`src/rtl/depth_seq_pkg.sv`:
```
// Shared types and constants for the depth frame sequencer.
package depth_seq_pkg;

  typedef enum logic [2:0] {
    IDLE,
    CLEAR,
    DRAW,
    DRAIN,
    SWAP
  } seq_state_t;

  // Farthest depth; wide enough for any practical depth word, truncated at the user
  localparam int DEPTH_MAX_WIDTH = 64;
  localparam logic [DEPTH_MAX_WIDTH-1:0] DEPTH_FAR = '1;

endpackage

```
`src/rtl/depth_frame_sequencer_addr_hazard_window.sv`:
```
// Sliding window of recently issued pixel addresses, used to stall a pixel
// whose address still has a depth write in flight.
module addr_hazard_window
  import depth_seq_pkg::*;
#(
  parameter int DEPTH      = 5,
  parameter int ADDR_WIDTH = 17
) (
  input  logic                  clk_in,
  input  logic                  rst_in,
  input  logic                  push_valid,
  input  logic [ADDR_WIDTH-1:0] push_addr,
  input  logic [ADDR_WIDTH-1:0] probe_addr,
  output logic                  hit,
  output logic                  hit_next
);

  logic [DEPTH-1:0]      valid_q;
  logic [ADDR_WIDTH-1:0] addr_q [DEPTH];

  // Age every entry by one slot per cycle; a bubble enters when nothing is pushed
  always_ff @(posedge clk_in or negedge rst_in) begin
    if (!rst_in) begin
      valid_q <= '0;
      for (int i = 0; i < DEPTH; i++) begin
        addr_q[i] <= '0;
      end
    end else begin
      valid_q[0] <= push_valid;
      addr_q[0]  <= push_addr;
      for (int i = 1; i < DEPTH; i++) begin
        valid_q[i] <= valid_q[i-1];
        addr_q[i]  <= addr_q[i-1];
      end
    end
  end

  // Parallel compare; hit_next skips the oldest slot, which leaves on the next bubble shift
  always_comb begin
    hit      = 1'b0;
    hit_next = 1'b0;
    for (int i = 0; i < DEPTH; i++) begin
      if (valid_q[i] && (addr_q[i] == probe_addr)) begin
        hit = 1'b1;
        if (i < DEPTH - 1) begin
          hit_next = 1'b1;
        end
      end
    end
  end

endmodule

```
`src/rtl/depth_frame_sequencer.sv`:
```
// Per-frame controller for the depth-tested write pipeline: clears the back
// buffer and depth buffer, streams pixels with address-hazard stalls, drains
// the pipeline and flips the displayed buffer.
module depth_frame_sequencer
  import depth_seq_pkg::*;
#(
  parameter int                      FB_BIT_WIDTH    = 16,
  parameter int                      DEPTH_BIT_WIDTH = 16,
  parameter int                      FB_SIZE         = 76800,
  parameter int                      FB_ADDR_WIDTH   = $clog2(FB_SIZE),
  parameter logic [FB_BIT_WIDTH-1:0] CLEAR_COLOR     = '0,
  parameter int                      PIPE_LATENCY    = 5
) (
  input  logic                       clk_in,
  input  logic                       rst_in,
  input  logic                       frame_start_in,
  input  logic                       px_valid_in,
  output logic                       px_ready_out,
  input  logic [FB_ADDR_WIDTH-1:0]   px_addr_in,
  input  logic [FB_BIT_WIDTH-1:0]    px_color_in,
  input  logic [DEPTH_BIT_WIDTH-1:0] px_depth_in,
  input  logic                       raster_done_in,
  output logic                       drawing_out,
  output logic                       fb_we_out,
  output logic                       dp_we_out,
  output logic                       dp_re_out,
  output logic                       fb_front_out,
  output logic [FB_ADDR_WIDTH-1:0]   fb_write_out,
  output logic [FB_ADDR_WIDTH-1:0]   dp_write_out,
  output logic [FB_BIT_WIDTH-1:0]    fb_value_out,
  output logic [DEPTH_BIT_WIDTH-1:0] dp_value_out,
  output logic                       front_sel_out,
  output logic                       busy_out,
  output logic                       frame_done_out
);

  localparam int                         DRAIN_WIDTH = $clog2(PIPE_LATENCY + 1);
  localparam logic [FB_ADDR_WIDTH-1:0]   LAST_ADDR   = FB_ADDR_WIDTH'(FB_SIZE - 1);
  localparam logic [DRAIN_WIDTH-1:0]     DRAIN_LOAD  = DRAIN_WIDTH'(PIPE_LATENCY);
  localparam logic [DEPTH_BIT_WIDTH-1:0] FAR_VALUE   = DEPTH_BIT_WIDTH'(DEPTH_FAR);

  seq_state_t               state;
  logic [FB_ADDR_WIDTH-1:0] clear_cnt;
  logic [DRAIN_WIDTH-1:0]   drain_cnt;
  logic                     done_seen;
  logic                     hit;
  logic                     hit_next;
  logic                     accept;

  addr_hazard_window #(
    .DEPTH      (PIPE_LATENCY),
    .ADDR_WIDTH (FB_ADDR_WIDTH)
  ) u_hazard (
    .clk_in     (clk_in),
    .rst_in     (rst_in),
    .push_valid (accept),
    .push_addr  (px_addr_in),
    .probe_addr (px_addr_in),
    .hit        (hit),
    .hit_next   (hit_next)
  );

  // A pixel is taken only in DRAW, on a handshake, and never onto an in-flight address
  always_comb begin
    accept = (state == DRAW) && px_valid_in && px_ready_out && !hit;
  end

  // Frame FSM; every output is registered from the transition being taken
  always_ff @(posedge clk_in or negedge rst_in) begin
    if (!rst_in) begin
      state          <= IDLE;
      clear_cnt      <= '0;
      drain_cnt      <= '0;
      done_seen      <= 1'b0;
      px_ready_out   <= 1'b0;
      drawing_out    <= 1'b0;
      fb_we_out      <= 1'b0;
      dp_we_out      <= 1'b0;
      dp_re_out      <= 1'b0;
      fb_front_out   <= 1'b1;
      fb_write_out   <= '0;
      dp_write_out   <= '0;
      fb_value_out   <= '0;
      dp_value_out   <= '0;
      front_sel_out  <= 1'b0;
      busy_out       <= 1'b0;
      frame_done_out <= 1'b0;
    end else begin
      fb_we_out      <= 1'b0;
      dp_we_out      <= 1'b0;
      dp_re_out      <= 1'b0;
      frame_done_out <= 1'b0;
      px_ready_out   <= 1'b0;

      case (state)
        IDLE: begin
          if (frame_start_in) begin
            state        <= CLEAR;
            clear_cnt    <= '0;
            done_seen    <= 1'b0;
            busy_out     <= 1'b1;
            fb_we_out    <= 1'b1;
            dp_we_out    <= 1'b1;
            fb_write_out <= '0;
            dp_write_out <= '0;
            fb_value_out <= CLEAR_COLOR;
            dp_value_out <= FAR_VALUE;
          end
        end

        CLEAR: begin
          done_seen <= done_seen | raster_done_in;
          if (clear_cnt == LAST_ADDR) begin
            if (done_seen || raster_done_in) begin
              state     <= DRAIN;
              drain_cnt <= DRAIN_LOAD;
            end else begin
              state        <= DRAW;
              drawing_out  <= 1'b1;
              px_ready_out <= 1'b1;
            end
          end else begin
            clear_cnt    <= clear_cnt + 1'b1;
            fb_we_out    <= 1'b1;
            dp_we_out    <= 1'b1;
            fb_write_out <= clear_cnt + 1'b1;
            dp_write_out <= clear_cnt + 1'b1;
            fb_value_out <= CLEAR_COLOR;
            dp_value_out <= FAR_VALUE;
          end
        end

        DRAW: begin
          if (accept) begin
            fb_we_out    <= 1'b1;
            dp_we_out    <= 1'b1;
            dp_re_out    <= 1'b1;
            fb_write_out <= px_addr_in;
            dp_write_out <= px_addr_in;
            fb_value_out <= px_color_in;
            dp_value_out <= px_depth_in;
            px_ready_out <= 1'b1;
          end else if (raster_done_in) begin
            state       <= DRAIN;
            drawing_out <= 1'b0;
            drain_cnt   <= DRAIN_LOAD;
          end else begin
            px_ready_out <= px_valid_in ? !hit_next : 1'b1;
          end
        end

        DRAIN: begin
          if (drain_cnt <= DRAIN_WIDTH'(1)) begin
            drain_cnt      <= '0;
            state          <= SWAP;
            front_sel_out  <= ~front_sel_out;
            fb_front_out   <= front_sel_out;
            frame_done_out <= 1'b1;
          end else begin
            drain_cnt <= drain_cnt - 1'b1;
          end
        end

        SWAP: begin
          state    <= IDLE;
          busy_out <= 1'b0;
        end

        default: begin
          state    <= IDLE;
          busy_out <= 1'b0;
        end
      endcase
    end
  end

endmodule
```
`config.mk`:
```
export PLATFORM = sky130hd
export DESIGN_NAME = depth_frame_sequencer
export DESIGN_NICKNAME = d
export VERILOG_FILES = /design/src/rtl/depth_seq_pkg.sv /design/src/rtl/depth_frame_sequencer_addr_hazard_window.sv /design/src/rtl/depth_frame_sequencer.sv
export SDC_FILE = /design/constraint.sdc
export NUM_CORES = 1
export LEC_CHECK = 0
export BUFFER_PORTS_ARGS = -buffer_cell sky130_fd_sc_hd__buf_2
export CORE_MARGIN = 2
export CORE_UTILIZATION = 56
export CTS_CLUSTER_DIAMETER = 120
export DETAILED_ROUTE_END_ITERATION = 10
export GPL_ROUTABILITY_DRIVEN = 1
export GPL_TIMING_DRIVEN = 0
export PLACE_DENSITY = 0.77
export SLEW_MARGIN = 20
export SYNTH_ARGS = -nofsm -noshare
export SYNTH_HDL_FRONTEND = slang
export SYNTH_SLANG_ARGS = --single-unit
```
`constraint.sdc`:
```
create_clock -name clk_in -period 2.92 [get_ports clk_in]
set_input_delay 0.876 -clock clk_in [delete_from_list [all_inputs] [get_ports clk_in]]
set_output_delay 0.876 -clock clk_in [all_outputs]
set_load 0.01 [all_outputs]
```
# Yosys cells after proc, flatten, opt, wreduce, memory -nomap -nowiden
# Index checks and enable logic that the tools add are counted.
classes:
  mul: 0
  div_mod_pow: 0
  eq_ne: 18
  muxes: 53
  n_lt_le_gt_ge: 1
  reduce_logical: 25
  shift: 0
  n_bitwise: 3
  addsub: 2
op_table:
  columns: ["cell", "count"]
  rows:
  - ["$mux 16", 6]
  - ["$pmux 16 s3", 2]
  - ["$eq 17x17->1", 5]
  - ["$mux 17", 3]
  - ["$pmux 17 s3", 1]
  - ["$pmux 17 s2", 1]
  - ["$mux 3", 10]
  - ["$mux 1", 23]
  - ["$add 17x1->17 const B", 1]
  - ["$eq 17x17->1 const B", 1]
  - ["$ne 2x2->1 const B", 8]
  - ["$reduce_and 5->1", 3]
  - ["$pmux 3 s4", 1]
  - ["$pmux 3 s3", 1]
  - ["$logic_and 1x1->1", 8]
  - ["$pmux 1 s2", 4]
  - ["$eq 3x2->1 const B", 2]
  - ["$reduce_and 2->1", 3]
  - ["$reduce_bool 3->1", 2]
  - ["$reduce_and 4->1", 1]
  - ["$reduce_bool 2->1", 2]
  - ["$eq 3x1->1 const B", 1]
  - ["$le 3x1->1 const B", 1]
  - ["$logic_not 3->1", 1]
  - ["other kinds (9)", 11]
word_totals:
  latch_bits: 0
  ramBits: 0
  ff_bits: 171
  output_inout_bits: 75
  mem_bits_ro: 0
  n_memories: 0
  input_bits: 54
  wordCells: 123

# Depth between registers and ports, before layout
logic_depth:
  word_depth: 11
  depth_mapped: 10
  mapped_depth_nobuf: 8

# Modules after synthesis
# From an unflattened synthesis, not the netlist that was laid out.
unflattened:
  hier_cells: 660
  hier_area_um2: 7318.3
modules_own_cells:
  columns: ["module", "cells_per_inst", "n_inst", "area_each_um2", "seq_area_each_um2"]
  rows:
  - ["depth_frame_sequencer", 435, 1, 3977.6, 2028.2]
  - ["addr_hazard_window", 225, 1, 3340.7, 2252.2]

# Worst setup path after synthesis
# OpenSTA, ideal clock, no wires.
synth_path:
  path_type: "input to register"
  start: "input port px_addr_in[13]"
  end: "register dp_write_out[11]"
  arrival_time_ns: 2.469
  t_required_ns: 2.795
  path_slack_ns: 0.326
  setup_time_ns: 0.125
  path_buffers: 2
  path_stages: 9
  cell_sequence: "buf_4 -> xnor2_1 -> nand4_1 -> nor3_1 -> a41oi_1 -> nand2_1 -> o21ai_4 -> buf_6 -> mux2_4"
synth_between:
  elab_chain_len: 11
  word_cells_on_any_way: 19
  classes_between: "eq/ne (6); mux (5); reduce/logical (8)"
synth_rtl:
  columns: ["element", "line_no", "source"]
  rows:
  - ["from (decl)", "depth_frame_sequencer.sv:19", "input logic [FB_ADDR_WIDTH-1:0] px_addr_in,"]
  - ["$eq 17x17->1", "depth_frame_sequencer_addr_hazard_window.sv:43", "if (valid_q[i] && (addr_q[i] == probe_addr)) begin"]
  - ["$logic_and 1x1->1", "depth_frame_sequencer_addr_hazard_window.sv:43", null]
  - ["$mux 1 (4 in series)", "depth_frame_sequencer_addr_hazard_window.sv:43", null]
  - ["$mux 1 (*)", "depth_frame_sequencer_addr_hazard_window.sv:43", null]
  - ["$logic_not 1->1 (*)", "depth_frame_sequencer.sv:65", "accept = (state == DRAW) && px_valid_in && px_ready_out && !hit;"]
  - ["$logic_and 1x1->1 (*)", "depth_frame_sequencer.sv:65", null]
  - ["$ne 2x1->1 (no source line) (*)", null, null]
  - ["$reduce_and 4->1 (no source line) (*)", null, null]
  - ["to (signal assigned)", "depth_frame_sequencer.sv:127", "dp_write_out <= clear_cnt + 1'b1;"]
  - ["to (signal assigned)", "depth_frame_sequencer.sv:139", "dp_write_out <= px_addr_in;"]
  - ["to (decl)", "depth_frame_sequencer.sv:29", "output logic [FB_ADDR_WIDTH-1:0] dp_write_out,"]
# Mark *: on every way between the ends. The rest lies on a longest branch, timed or not.
# A chain may end at the register's enable or synchronous reset.

# Worst setup path in the final report
layout_path:
  start: "input port px_addr_in[14]"
  end: "register dp_write_out[11]"
# The elaborated chain is that of the path after synthesis.

==> flow_summary.ini <==
[status]
status = finished, final reports clean

[clock_network]
cts.htree.levels = 4
cts-hold-fix-buffers = 0
clockBufferDepth = 2
clkTransAtPathRegs_ns = 0.07
cts-buffers-inserted = 17
cts_setup_buffers = 0
cts.sinks = 171
cts_root_buf = clkbuf_16
cts_resized = 0
cts_tree = yes
clk-insertion-delay-late_ns = 0.44

[final_layout]
area_delta_synth_final_pct = 19.7
register_area_um2 = 4280
finalInstanceArea_um2 = 8950
multi_input_area_um2 = 2790
fillers = 976
drive_above_1_share = 0.287
nets = 854
antenna_cells = 0

[detailed_routing]
vias = 5302
first_iter_violations = 345
routed_wl_um = 16900
dr.pass1.iters = 5
wl_per_cell_um = 17.2
antenna_left = 0
viasPerCell = 5.38
drc_errors = 0

[floorplan]
io_pins = 129
die_w_um = 120
core_region_area_um2 = 13100
dieArea_um2 = 14300
die_h_um = 120
row_count = 42
initial_core_util = 0.569

[sta]
max_freq_ghz = 0.359
finalCritPeriodShare = 0.954
slew_viol_final = 0
clock_skew_ns = 0.0122
setup_viol = 0
period_needed_ns = 2.79
max-slew-margin-rel = 0.528
hold_violations = 0
tightest_slew_ns = 0.698
rsz0062_at_grt = false

[yosys]
synthArstFlopShare = 1.00
synth-edff-count = 0
synth.area.top_cells = dfrtp_1, xnor2_1, mux2i_1, buf_4, xor2_1
yosys.area.top_type = dfrtp_1
synth-main-ff-cell = dfrtp_1
synth_cells = 649
yosysSeqAreaShare = 0.573
synth_top_cell_area_share = 0.569
ys_ff_latch = 171
syn_area_um2 = 7470
synth.distinct_cells = 51
avgSynthCellArea_um2 = 11.5
syn-num-nets = 706
yosys_warnings = 0

[global_routing]
grt-ovfl-total = 0
grt_antenna_before_repair = 0
grt_pass1_wl_um = 27700
grt_max_degree = 88
grt_pass1_vias = 5389
grt.total_usage = 0.250

[placement]
place.gp.congestion = 0.876
dp_hpwl_um = 12200
portBuffers = 128
place_area_um2 = 8370

[power_and_ir_drop]
leakage_nw = 4.03
power.density_nw_per_um2 = 785
p_total_mw = 7.03
ir_worst_vdd_mv = 0.365

[critical_path]
arrival_ns = 3.10
end_kind = flop
path_max_fanout = 10
cp.required_ns = 3.23
setup.worst_path.start_class = primary input
critPathKind = primary input to flop

[flow_run]
drv_cap = 0

[worst_hold_path]
hp-class = flop to flop
==> stage by stage <==
step	util	TNS (ns)	instances	hold WS, ns	setup WS, ns
4_1_cts	0.680	0	985	0.383	0.161
3_5_place_dp	0.637	-5.18	954	0.366	-0.278
5_1_grt	0.681	0	985	0.395	0.0149
6_report	0.681	0	985	0.381	0.134
3_3_place_gp	0.634	-259.66	953	0.362	-1.51
2_1_floorplan	-	0	649	0.353	0.326
==> critical path, stage by stage <==
cell and delay [ns]:
buf_2 0.11, buf_4 0.17, xnor2_1 0.18, nand4_1 0.14
nor3_1 0.07, nand4_1 0.11, nand4_1 0.39, o21ai_4 0.52
buf_6 0.23, mux2_4 0.31
==> layout make-up <==
class | instances | share of cell area
inverter | 11 | 0.00461
sequential | 171 | 0.478
buffer | 57 | 0.0417
tap | 176 | 0.0246
multi-input combinational | 410 | 0.311
timing repair buffer | 129 | 0.0758
clock buffer | 20 | 0.0510
clock inverter | 11 | 0.0124
==> logic make-up after synthesis <==
group                      after synthesis  share of synthesized area
buffers and inverters                   68                     0.0554
muxes                                   50                     0.0712
AOI/OAI and AO/OA                       65                     0.0524
and+or+nand+nor                        191                      0.125
adders and majority gates                3                    0.00502
DFF                                    171                      0.573
xor gates and xnor gates               101                      0.118
==> cell usage in the layout, fill, tap and decap left out, types with 17 or more instances in the layout <==
cell | netlist | routed
nor2_1 | 55 | 55
buf_2 | 4 | 131
mux2i_1 | 37 | 37
o21ai_0 | 33 | 33
nand4_1 | 21 | 21
xor2_1 | 29 | 29
buf_4 | 39 | 39
clkbuf_16 | 0 | 17
dfrtp_1 | 170 | 170
xnor2_1 | 72 | 72
nand2_1 | 66 | 65
==> synthesized netlist by cell type, drive strengths merged, types with 2 or more instances <==
cell type	count
nand4	22
o31ai	6
nand2	67
nor2	58
mux2i	37
nor3	9
a31oi	3
nand3b	2
o21ai	34
ha	3
a21o	2
and2	3
nor4b	2
inv	11
a22o	2
dfrtp	170
xor2	29
or2	3
xnor2	72
a21oi	11
nor4	6
mux2	13
clkbuf	13
nand3	7
buf	44
and3	6
==> path summary, 6_finish.rpt <==
kind	from	end	slack, ns	cells after the start
max	px_addr_in[14]	dp_write_out[11]$_DFFE_PN0P_	0.13	10
min	u_hazard.valid_q[0]$_DFF_PN0_	u_hazard.valid_q[1]$_DFF_PN0_	0.38	0
max reg2reg	clear_cnt[0]$_DFFE_PN0P_	dp_value_out[14]$_DFFE_PN0P_	0.25	9
min reg2reg	u_hazard.valid_q[0]$_DFF_PN0_	u_hazard.valid_q[1]$_DFF_PN0_	0.38	0
max in group asynchronous	rst_in	fb_front_out$_DFFE_PN1P_	1.63	2
min in group asynchronous	rst_in	u_hazard.addr_q[65]$_DFF_PN0_	0.43	1
==> power by group <==
group | switching [mW] | leakage, nW | internal, mW | total [mW]
logic | 1.20 | 1.69 | 0.837 | 2.04
registers | 0.190 | 2.07 | 2.63 | 2.82
clock network | 0.947 | 0.267 | 1.23 | 2.17
total | 2.34 | 4.03 | 4.69 | 7.03
==> state kept, by name (all words and copies together), names as in the netlist <==
| signal | count |
|---|---|
| clear_cnt | 17 |
| fb_front_out | 1 |
| fb_value_out | 16 |
| u_hazard.addr_q | 85 |
| busy_out | 1 |
| dp_we_out | 1 |
| dp_re_out | 1 |
| state | 3 |
| drawing_out | 1 |
| px_ready_out | 1 |
| done_seen | 1 |
| dp_value_out | 16 |
| frame_done_out | 1 |
| drain_cnt | 3 |
| u_hazard.valid_q | 5 |
| front_sel_out | 1 |
| dp_write_out | 17 |
==> per-layer routing <==
metal | GRT usage | routed length [um] | vias up
li1 | - | - | 2437
met4 | 0.0816 | 225 | 0
met1 | 0.337 | 7290 | 2641
met5 | 0 | 0 | -
met3 | 0.0604 | 1110 | 23
met2 | 0.403 | 8280 | 201
(Power assumes the default switching activity.)
